`src/rtl/sync_fifo_lvl.sv`:
```
// Single-clock FIFO with fill level, almost-full/empty thresholds, show-ahead or
// registered read data, synchronous flush and sticky overflow/underflow capture.
module sync_fifo_lvl #(
  parameter int unsigned DATA_WIDTH    = 16,
  parameter int unsigned ADDR_WIDTH    = 4,
  parameter int unsigned FWFT          = 1,
  parameter int unsigned AFULL_THRESH  = 12,
  parameter int unsigned AEMPTY_THRESH = 2
) (
  input  logic                  clk_i,
  input  logic                  reset_i,
  input  logic                  flush_i,
  input  logic                  clr_err_i,
  input  logic                  wr_en_i,
  input  logic [DATA_WIDTH-1:0] wdata_i,
  output logic                  wfull_o,
  output logic                  almost_full_o,
  input  logic                  rd_en_i,
  output logic [DATA_WIDTH-1:0] rdata_o,
  output logic                  rvalid_o,
  output logic                  rempty_o,
  output logic                  almost_empty_o,
  output logic [ADDR_WIDTH:0]   level_o,
  output logic                  overflow_o,
  output logic                  underflow_o
);

  localparam int unsigned DEPTH = 1 << ADDR_WIDTH;
  localparam int unsigned PW    = ADDR_WIDTH + 1;

  logic [DATA_WIDTH-1:0] mem_q [DEPTH];
  logic [PW-1:0]         wr_ptr_q, wr_ptr_d;
  logic [PW-1:0]         rd_ptr_q, rd_ptr_d;
  logic [PW-1:0]         level;
  logic                  full, empty, push, pop;
  logic                  ovf_q, ovf_d, udf_q, udf_d;

  // Status decodes from registered pointers only; request handling and next state.
  always_comb begin
    level    = wr_ptr_q - rd_ptr_q;
    empty    = (wr_ptr_q == rd_ptr_q);
    full     = (wr_ptr_q[ADDR_WIDTH-1:0] == rd_ptr_q[ADDR_WIDTH-1:0]) &&
               (wr_ptr_q[ADDR_WIDTH] != rd_ptr_q[ADDR_WIDTH]);
    push     = wr_en_i && !full && !flush_i;
    pop      = rd_en_i && !empty && !flush_i;
    wr_ptr_d = wr_ptr_q;
    rd_ptr_d = rd_ptr_q;
    if (flush_i) begin
      wr_ptr_d = '0;
      rd_ptr_d = '0;
    end else begin
      if (push) wr_ptr_d = wr_ptr_q + PW'(1);
      if (pop)  rd_ptr_d = rd_ptr_q + PW'(1);
    end
    // A new error in the same cycle as a clear keeps the flag set.
    ovf_d = clr_err_i ? 1'b0 : ovf_q;
    udf_d = clr_err_i ? 1'b0 : udf_q;
    if (wr_en_i && full)  ovf_d = 1'b1;
    if (rd_en_i && empty) udf_d = 1'b1;
  end

  always_ff @(posedge clk_i) begin
    if (reset_i) begin
      wr_ptr_q <= '0;
      rd_ptr_q <= '0;
      ovf_q    <= 1'b0;
      udf_q    <= 1'b0;
    end else begin
      wr_ptr_q <= wr_ptr_d;
      rd_ptr_q <= rd_ptr_d;
      ovf_q    <= ovf_d;
      udf_q    <= udf_d;
    end
  end

  // Storage array: write-only clocking, no reset.
  always_ff @(posedge clk_i) begin
    if (push && !reset_i) mem_q[wr_ptr_q[ADDR_WIDTH-1:0]] <= wdata_i;
  end

  assign wfull_o        = full;
  assign rempty_o       = empty;
  assign level_o        = level;
  assign almost_full_o  = (level >= PW'(AFULL_THRESH));
  assign almost_empty_o = (level <= PW'(AEMPTY_THRESH));
  assign overflow_o     = ovf_q;
  assign underflow_o    = udf_q;

  if (FWFT != 0) begin : g_fwft
    assign rdata_o  = mem_q[rd_ptr_q[ADDR_WIDTH-1:0]];
    assign rvalid_o = !empty;
  end else begin : g_reg
    logic [DATA_WIDTH-1:0] rdata_q, rdata_d;
    logic                  rvalid_q;

    // Popped entry appears the cycle after the accepting edge; otherwise held.
    always_comb begin
      rdata_d = rdata_q;
      if (pop) rdata_d = mem_q[rd_ptr_q[ADDR_WIDTH-1:0]];
    end

    always_ff @(posedge clk_i) begin
      if (reset_i) begin
        rdata_q  <= '0;
        rvalid_q <= 1'b0;
      end else begin
        rdata_q  <= rdata_d;
        rvalid_q <= pop;
      end
    end

    assign rdata_o  = rdata_q;
    assign rvalid_o = rvalid_q;
  end

endmodule

```
`config.mk`:
```
export PLATFORM = sky130hd
export DESIGN_NAME = sync_fifo_lvl
export DESIGN_NICKNAME = d
export VERILOG_FILES = /design/src/rtl/sync_fifo_lvl.sv
export SDC_FILE = /design/constraint.sdc
export NUM_CORES = 1
export LEC_CHECK = 0
export ABC_AREA = 1
export CORE_MARGIN = 2
export CORE_UTILIZATION = 42
export DETAILED_ROUTE_END_ITERATION = 7
export GPL_ROUTABILITY_DRIVEN = 0
export SETUP_SLACK_MARGIN = 0.02
export SYNTH_ARGS = -nofsm -noshare
export SYNTH_HDL_FRONTEND = slang
export SYNTH_SLANG_ARGS = --single-unit
```
`constraint.sdc`:
```
create_clock -name clk_i -period 4.1 [get_ports clk_i]
set_input_delay 0.82 -clock clk_i [delete_from_list [all_inputs] [get_ports clk_i]]
set_output_delay 0.82 -clock clk_i [all_outputs]
set_load 0.005 [all_outputs]
```
==> flow_metrics.py, run 1 <==
metrics = {
    "setup_path": {
        "critical_path_class": "flop to output pin",
        "crit_path_start_kind": "flop",
        "critical_path.max_stage_delay_ns": 0.58,
        "rr_endpoint": "mem_q[2][12]",
        "reg2reg_from": "wr_ptr_q[0]",
        "crit_chain": "buf_4 -> nand2_1 -> nand3_1 -> nand3_1 -> nand3_1 -> nand2_1 -> clkdlybuf4s50_1",
        "cp-end-kind": "output pin",
        "path_max_fanout": 59,
        "reg2reg_slack_ns": 1.28,
        "reg2reg_depth": 9,
        "worstPathRequired_ns": 3.28,
        "worst_path_max_delay_cell": "buf_4",
        "cp.arrival_ns": 2.81,
        "crit_path_frequent_cell": "nand3_1",
    },
    "routing": {
        "dr.pass1.iters": 5,
        "wl_met1_um": 13320,
        "drtIter0Drc": 688,
        "ant_nets": 0,
        "wl_met2_um": 13280,
        "vias_per_cell": 4.946,
        "via_count": 8126,
        "post_drt_wl_per_cell_um": 18.08,
        "highest_layer": "met4",
        "wl_met3_um": 2583,
        "drt-total-wl_um": 29710,
        "route.detailed.drc": 0,
    },
    "logic_synthesis": {
        "synth_cell_types": 25,
        "synth_top_area_share_pct": 63.95,
        "synth_seq_cells": 272,
        "netlist_instances": 1194,
        "synth_top_cell_by_area": "edfxtp_1",
        "synth_nets": 1226,
        "synth.yosys.warnings": 0,
        "syn_area_sq_um": 12020,
        "async_reset_ff_share_pct": 0,
        "synth_area_leaders": "edfxtp_1 (64%), nand2_1 (12%), nand3_1 (8.8%)",
        "yosysMostFrequentCell": "nand2_1",
        "ys_seq_area_share_pct": 66.62,
        "synth_edf_count": 256,
        "synth-main-ff-cell": "edfxtp_1",
        "ys_top_cells_by_count": "nand2_1 (373), edfxtp_1 (256), inv_1 (213), nand3_1 (212), buf_2 (34)",
        "avgSynthCellArea_sq_um": 10.07,
    },
    "clock_network": {
        "clock_sinks": 272,
        "root_buffer": "clkbuf_16",
        "post_cts_buffers": 0,
        "clock_latency_ns": 0.55,
        "cts_max_level": 1,
        "cts_tree": "yes",
        "cts_resized": 0,
        "cts-buffers-inserted": 30,
        "path_clk_slew_ns": 0.06,
        "cts_buffer_depth": 3,
        "postCtsHoldBufs": 0,
    },
    "sta": {
        "period_share_pct": 88.64,
        "setup_ws_ns": 0.4656,
        "rsz0062_at_grt": "false",
        "slew_headroom_pct": 26.41,
        "fin_skew_ns": 0.009754,
        "fmax_ghz": 0.2752,
        "finalHoldViolCount": 0,
        "fin_tns_setup_ns": 0,
        "finalSetupViolCount": 0,
        "tightest_slew_ns": 1.103,
        "hold_slack_ns": 0.4618,
        "period_minus_slack_ns": 3.634,
        "finalMaxSlewViolations": 0,
    },
    "placement": {
        "pre_cts_ws_ns": 0.9253,
        "io_buffers": 49,
        "detailed_place_hpwl_um": 17590,
    },
    "floorplan": {
        "die_y_um": 173.2,
        "start_util_pct": 42.91,
        "die_x_um": 173.2,
        "die_area_sq_um": 29990,
        "core.rowCount": 61,
        "ios": 50,
        "coreArea_sq_um": 28010,
    },
    "power": {
        "leakage_nw": 5.767,
        "total_power_mw": 5.674,
        "max-vdd-ir-drop_mv": 0.2453,
        "power_density_nw_per_um2": 408.9,
    },
    "hold_path": {
        "hold_depth": 2,
        "whs_endpoint": "underflow_o",
        "hp-class": "flop to flop",
        "min_from": "underflow_o",
    },
    "global_route": {
        "antenna_found_initial": 0,
        "grt_overflow": 0,
        "grt_start_max_net_pins": 77,
        "grt_pass1_vias": 7896,
        "grt_usage_pct": 20.00,
        "grt_first_pass_wirelength_um": 46350,
    },
    "job": {
        "timing.max_cap.violations": 0,
    },
    "status": {
        "status": "finished clean",
    },
    "final_layout": {
        "area_delta_synth_final_pct": 15.44,
        "nNetsFinal": 1275,
        "diodes": 0,
        "drive_gt1_share_pct": 7.352,
    },
}
## state kept, by name, summed over array words and instances (netlist names), named ones only
signal / flops
rd_ptr_q: 5
wr_ptr_q: 5
overflow_o: 1
mem_q: 256
underflow_o: 1
## worst max-delay path, delay by kind of cell (launching register included)
kind	cells	cell delay [ns]
AND/OR/NAND/NOR	5	0.72
buffers and inverters	2	1.03
flip-flops	1	0.48
## report_power, final
part / switching [mW] / internal [mW] / leakage, nW
sequential: 0.00266 / 3.04 / 2.43
combinational: 0.0878 / 0.0455 / 2.89
clock: 1.05 / 1.44 / 0.443
## layout by cell type, fill, tap and decap left out, types with 2 or more instances in the layout
cell type | synthesis | layout
nand2_1 | 373 | 373
edfxtp_1 | 256 | 256
inv_1 | 213 | 212
nand3_1 | 212 | 212
clkdlybuf4s50_1 | 0 | 49
clkbuf_16 | 0 | 31
buf_4 | 1 | 20
nor2_2 | 0 | 15
a21oi_1 | 14 | 14
dfxtp_1 | 16 | 14
ha_1 | 9 | 9
clkinv_1 | 1 | 8
nor2_1 | 22 | 7
clkbuf_1 | 14 | 7
clkinv_2 | 0 | 5
nand2_4 | 5 | 5
nand4_1 | 5 | 5
xor2_1 | 3 | 3
nand2_2 | 3 | 3
nor2_4 | 2 | 2
clkinvlp_4 | 0 | 2
## through the flow
| step | util, % | std cells | cell area (sq um) |
|---|---|---|---|
| after global routing | 49.54 | 1643 | 13880 |
| final | 49.54 | 1643 | 13880 |
| after floorplan | - | 1194 | 12020 |
| after CTS | 49.54 | 1643 | 13880 |
| after global placement | 46.26 | 1589 | 12960 |
| after detailed placement | 46.26 | 1589 | 12960 |
## metal layers
layer  GRT usage, %  up-vias
met5              0        -
met4          4.838        0
met3          4.244       45
met2          31.33      284
met1          28.58     3843
li1               -     3954
## kinds of logic (layout without fill, tap and decap cells)
group / count (synthesis) / after routing / share of synthesized area [%]
AND/OR/NAND/NOR: 627 / 627 / 22.72
adder cells (fa/ha/maj): 10 / 10 / 1.103
XOR/XNOR: 3 / 3 / 0.2186
flip-flops: 272 / 272 / 66.62
AO/OA/AOI/OAI: 14 / 14 / 0.5829
buffers and inverters: 268 / 339 / 8.754
## worst max path at each step
stage / start / end / cells past startpoint
2_1_floorplan: rd_ptr_q[2] / mem_q[15][0] / 8
3_3_place_gp: wr_en_i / mem_q[2][9] / 7
3_5_place_dp: wr_en_i / mem_q[2][7] / 7
4_1_cts: flop / rdata_o[13] / 8
5_1_grt: flop / rdata_o[5] / 7
6_report: flop / rdata_o[4] / 7
## cell type report
type,count,area [sq um]
Multi-Input combinational cell,654,3003
Clock inverter,16,116.4
Sequential cell,272,8013
Clock buffer,38,802.0
Timing Repair Buffer,70,660.6
Fill cell,2559,14130
Tap cell,378,473.0
Inverter,215,808.3
(Power assumes the default switching activity.)
==> run 2, diff against run 1 <==
CORE_MARGIN = 1.5   (was 2)
SETUP_SLACK_MARGIN = 0.3   (was 0.02)
SLEW_MARGIN = 20   (was unset)
==> flow_metrics.py, run 2 (synthesis gave the netlist of run 1 again) <==
metrics = {
    "global_route": {
        "grt_overflow": 0,
        "grt_usage_pct": 20.53,
        "antenna_found_initial": 0,
        "grt_first_pass_wirelength_um": 44720,
        "grt_pass1_vias": 7695,
        "grt_start_max_net_pins": 129,
    },
    "clock_network": {
        "path_clk_slew_ns": 0.06,
        "cts-buffers-inserted": 29,
        "postCtsHoldBufs": 0,
        "clock_sinks": 272,
        "cts_tree": "yes",
        "root_buffer": "clkbuf_16",
        "cts_max_level": 1,
        "clock_latency_ns": 0.53,
        "cts_buffer_depth": 3,
        "post_cts_buffers": 0,
        "cts_resized": 0,
    },
    "sta": {
        "rsz0062_at_grt": "false",
        "period_share_pct": 86.90,
        "finalSetupViolCount": 0,
        "finalHoldViolCount": 0,
        "fmax_ghz": 0.2807,
        "tightest_slew_ns": 1.064,
        "finalMaxSlewViolations": 0,
        "fin_tns_setup_ns": 0,
        "fin_skew_ns": 0.005651,
        "slew_headroom_pct": 28.96,
        "period_minus_slack_ns": 3.563,
    },
    "routing": {
        "vias_per_cell": 4.878,
        "drt-total-wl_um": 29340,
        "dr.pass1.iters": 6,
        "via_count": 8004,
        "post_drt_wl_per_cell_um": 17.88,
        "route.detailed.drc": 0,
        "ant_nets": 0,
        "drtIter0Drc": 685,
    },
    "floorplan": {
        "ios": 50,
        "start_util_pct": 42.91,
        "die_area_sq_um": 29640,
        "core.rowCount": 61,
        "die_x_um": 172.2,
        "coreArea_sq_um": 28010,
        "die_y_um": 172.2,
    },
    "final_layout": {
        "largest_reg_flops": 256,
        "fillCellCount": 2490,
        "final_common_cell": "nand2_1",
        "drive_gt1_share_pct": 7.126,
        "nNetsFinal": 1274,
        "area_delta_synth_final_pct": 15.52,
        "diodes": 0,
        "final_cell_mix": "nand2_1 (373), edfxtp_1 (256), inv_1 (212), nand3_1 (212), clkdlybuf4s50_1 (49)",
    },
    "power": {
        "leakage_nw": 5.762,
        "pwr-share-comb_pct": 2.5,
        "max-vdd-ir-drop_mv": 0.2841,
        "p_seq_share_pct": 54.2,
        "total_power_mw": 5.616,
        "power.net_switching_mw": 1.111,
        "power_density_nw_per_um2": 404.4,
        "clkPwrFrac_pct": 43.2,
        "swShare_pct": 19.79,
        "intPower_mw": 4.505,
    },
    "setup_path": {
        "crit_path_start_kind": "flop",
        "reg2reg_from": "wr_ptr_q[2]",
        "path_max_fanout": 38,
        "worst_path_max_delay_cell": "clkdlybuf4s50_1",
        "critical_path_class": "flop to output pin",
        "rr_endpoint": "mem_q[10][10]",
        "cp-end-kind": "output pin",
        "cp.arrival_ns": 2.74,
        "reg2reg_slack_ns": 1.34,
        "critical_path.max_stage_delay_ns": 0.46,
        "worstPathRequired_ns": 3.28,
        "reg2reg_depth": 8,
        "crit_chain": "inv_4 -> buf_12 -> buf_4 -> nand2_1 -> nand3_1 -> nand3_1 -> nand3_1 -> nand2_1 -> clkdlybuf4s50_1",
        "crit_path_frequent_cell": "nand3_1",
    },
    "hold_path": {
        "hp-class": "flop to flop",
        "hold_depth": 2,
        "whs_endpoint": "underflow_o",
        "min_from": "underflow_o",
    },
    "placement": {
        "detailed_place_hpwl_um": 17400,
        "io_buffers": 49,
    },
    "status": {
        "status": "finished clean",
    },
    "job": {
        "timing.max_cap.violations": 0,
    },
}
-- run 2: routing by layer --
layer	vias to the layer above	global-route usage, %	part of all wire [%]
li1	3944	-	-
met1	3775	27.65	43
met2	247	35.31	48
met3	38	2.518	6.4
met4	0	5.104	2.0
met5	-	0	0
-- run 2: final cells by class --
class	instances	area [sq um]	share of cell area (%)
sequential	272	8013	57.70
clock buffer	36	752.0	5.415
multi-input combinational	654	3003	21.63
timing repair buffer	70	710.7	5.118
inverter	215	809.5	5.830
clock inverter	16	125.1	0.9011
tap	378	473.0	3.406
-- run 2: how the worst max path moves through the flow --
stage                   end  cells past startpoint
4_1_cts         rdata_o[15]                      9
5_1_grt         rdata_o[15]                      9
3_5_place_dp   mem_q[10][3]                      7
2_1_floorplan  mem_q[15][0]                      8
6_report        rdata_o[15]                      9
3_3_place_gp    mem_q[7][2]                      5
-- run 2: stage by stage --
stage / area (sq um) / std cells / utilization (%) / worst slack, ns / hold WS (ns)
finish: 13890 / 1641 / 49.57 / 0.5372 / 0.4639
global route: 13890 / 1641 / 49.57 / 0.3993 / 0.4833
CTS: 13890 / 1641 / 49.57 / 0.5048 / 0.4688
detailed placement: 13010 / 1589 / 46.44 / 0.9511 / 0.4590
global placement: 13010 / 1589 / 46.44 / 0.9786 / 0.4558
floorplan: 12020 / 1194 / - / 1.292 / 0.4536
-- run 2: power by group through the flow --
| stage | Sequential (mW) | Combinational [mW] | Clock [mW] |
|---|---|---|---|
| floorplan | 3.10 | 0.0423 | 0 |
| global route | 3.04 | 0.154 | 2.58 |
| finish | 3.05 | 0.142 | 2.43 |
| detailed placement | 3.10 | 0.144 | 0 |
| global placement | 3.10 | 0.143 | 0 |
| CTS | 3.05 | 0.144 | 2.46 |
-- run 2: worst max-delay path: cells and delay by family (launching register included) --
family                 cells  cell delay [ns]
flip-flops                 1             0.36
AND/OR/NAND/NOR            5             0.54
buffers and inverters      4             1.30
==> run 3, diff against run 2 <==
CORE_UTILIZATION = 25   (was 42)
PLACE_DENSITY = 0.48   (was unset)
==> flow_metrics.py, run 3 (synthesis gave the netlist of run 1 again) <==
metrics = {
    "power": {
        "power_density_nw_per_um2": 397.7,
        "leakage_nw": 5.831,
        "max-vdd-ir-drop_mv": 0.2843,
    },
    "final_layout": {
        "fillCellCount": 4840,
        "nNetsFinal": 1282,
        "final_common_cell": "nand2_1",
        "area_delta_synth_final_pct": 18.79,
        "design_area_sq_um": 14280,
        "drive_gt1_share_pct": 7.795,
        "final_cell_mix": "nand2_1 (373), edfxtp_1 (256), inv_1 (212), nand3_1 (212), clkdlybuf4s50_1 (49)",
        "largest_reg_flops": 256,
    },
    "setup_path": {
        "cp.arrival_ns": 2.75,
        "path_max_fanout": 6,
        "worst_path_max_delay_cell": "clkdlybuf4s50_1",
        "reg2reg_slack_ns": 1.47,
        "cp-end-kind": "output pin",
        "worstPathRequired_ns": 3.28,
        "critical_path_class": "flop to output pin",
        "crit_path_start_kind": "flop",
        "crit_chain": "inv_1 -> ha_1 -> inv_1 -> fa_1 -> inv_1 -> nor2_1 -> nor2_1 -> nand3_1 -> nor2_1 -> clkdlybuf4s50_1",
        "critical_path.max_stage_delay_ns": 0.50,
    },
    "routing": {
        "via_count": 8024,
        "post_drt_wl_per_cell_um": 16.62,
        "ant_nets": 0,
        "drtIter0Drc": 511,
        "drt-total-wl_um": 31340,
        "vias_per_cell": 4.255,
        "route.detailed.drc": 0,
        "dr.pass1.iters": 5,
    },
    "sta": {
        "rsz0062_at_grt": "false",
        "fin_skew_ns": 0.01765,
        "tightest_slew_ns": 0.8726,
        "fin_tns_setup_ns": 0,
        "period_share_pct": 87.08,
        "finalHoldViolCount": 0,
        "fmax_ghz": 0.2801,
        "finalSetupViolCount": 0,
        "slew_headroom_pct": 41.83,
        "period_minus_slack_ns": 3.570,
        "hold_slack_ns": 0.4627,
        "finalMaxSlewViolations": 0,
    },
    "clock_network": {
        "cts_max_level": 1,
        "clock_sinks": 272,
        "cts-buffers-inserted": 29,
        "cts_buffer_depth": 3,
        "cts_tree": "yes",
        "postCtsHoldBufs": 0,
        "clock_latency_ns": 0.57,
        "post_cts_buffers": 0,
        "cts_resized": 0,
        "root_buffer": "clkbuf_16",
        "path_clk_slew_ns": 0.06,
    },
    "global_route": {
        "grt_overflow": 0,
        "grt_start_max_net_pins": 129,
        "grt_usage_pct": 12.74,
        "met2_usage_pct": 22.12,
        "grt_first_pass_wirelength_um": 48200,
        "met3_usage_pct": 2.314,
        "antenna_found_initial": 4,
        "busiest_layer": "met2",
        "use_met1_pct": 16.44,
        "grt_pass1_vias": 7873,
    },
    "status": {
        "status": "finished clean",
    },
    "floorplan": {
        "core.rowCount": 80,
        "coreArea_sq_um": 47550,
        "die_y_um": 222.3,
        "ios": 50,
        "die_x_um": 222.3,
        "start_util_pct": 25.28,
        "die_area_sq_um": 49410,
    },
    "placement": {
        "io_buffers": 49,
        "placed_cell_area_sq_um": 13380,
        "detailed_place_hpwl_um": 18250,
    },
    "hold_path": {
        "hp-class": "flop to flop",
    },
    "job": {
        "timing.max_cap.violations": 0,
    },
}
run 3: power by group:
part | switching [mW] | internal, mW
logic | 0.0844 | 0.0465
registers | 0.00253 | 3.04
clock network | 1.07 | 1.44
run 3: final timing paths:
| path | from | to | cells past startpoint |
|---|---|---|---|
| max | wr_ptr_q[0] | almost_empty_o | 10 |
| max reg2reg | wr_ptr_q[0] | mem_q[9][10] | 10 |
| min | overflow_o | overflow_o | 2 |
| min reg2reg | overflow_o | overflow_o | 2 |
run 3: area by class of cell:
| class | count | area, sq um | area share (%) |
|---|---|---|---|
| repair buffers | 78 | 783.3 | 5.485 |
| flip-flops and latches | 272 | 8013 | 56.12 |
| inverters | 215 | 809.5 | 5.669 |
| clock buffers | 42 | 814.5 | 5.705 |
| clock inverters | 9 | 83.83 | 0.5871 |
| multi-input cells | 654 | 3003 | 21.03 |
| well taps | 615 | 769.5 | 5.389 |
| diodes | 1 | 2.502 | 0.01753 |
run 3: worst max-delay path, delay by kind of cell (launching register included):
kind / cells / cell delay, ns
adders and majority gates: 2 / 0.65
buffers and inverters: 4 / 0.80
DFF: 1 / 0.43
and+or+nand+nor: 4 / 0.29
run 3: through the flow:
stage | std cells | setup slack [ns] | utilization (%) | power, mW
2_1_floorplan | 1194 | 1.292 | - | 3.146
3_3_place_gp | 1834 | 1.091 | 28.14 | 3.237
3_5_place_dp | 1834 | 1.078 | 28.14 | 3.238
4_1_cts | 1885 | 0.4950 | 30.03 | 5.756
5_1_grt | 1885 | 0.3443 | 30.03 | 5.845
6_report | 1886 | 0.5295 | 30.03 | 5.679
run 3: per-layer routing:
| metal | wire, um | vias up |
|---|---|---|
| li1 | - | 3966 |
| met2 | 15460 | 132 |
| met3 | 1532 | 34 |
| met5 | 36 | - |
| met4 | 432 | 6 |
| met1 | 13880 | 3886 |
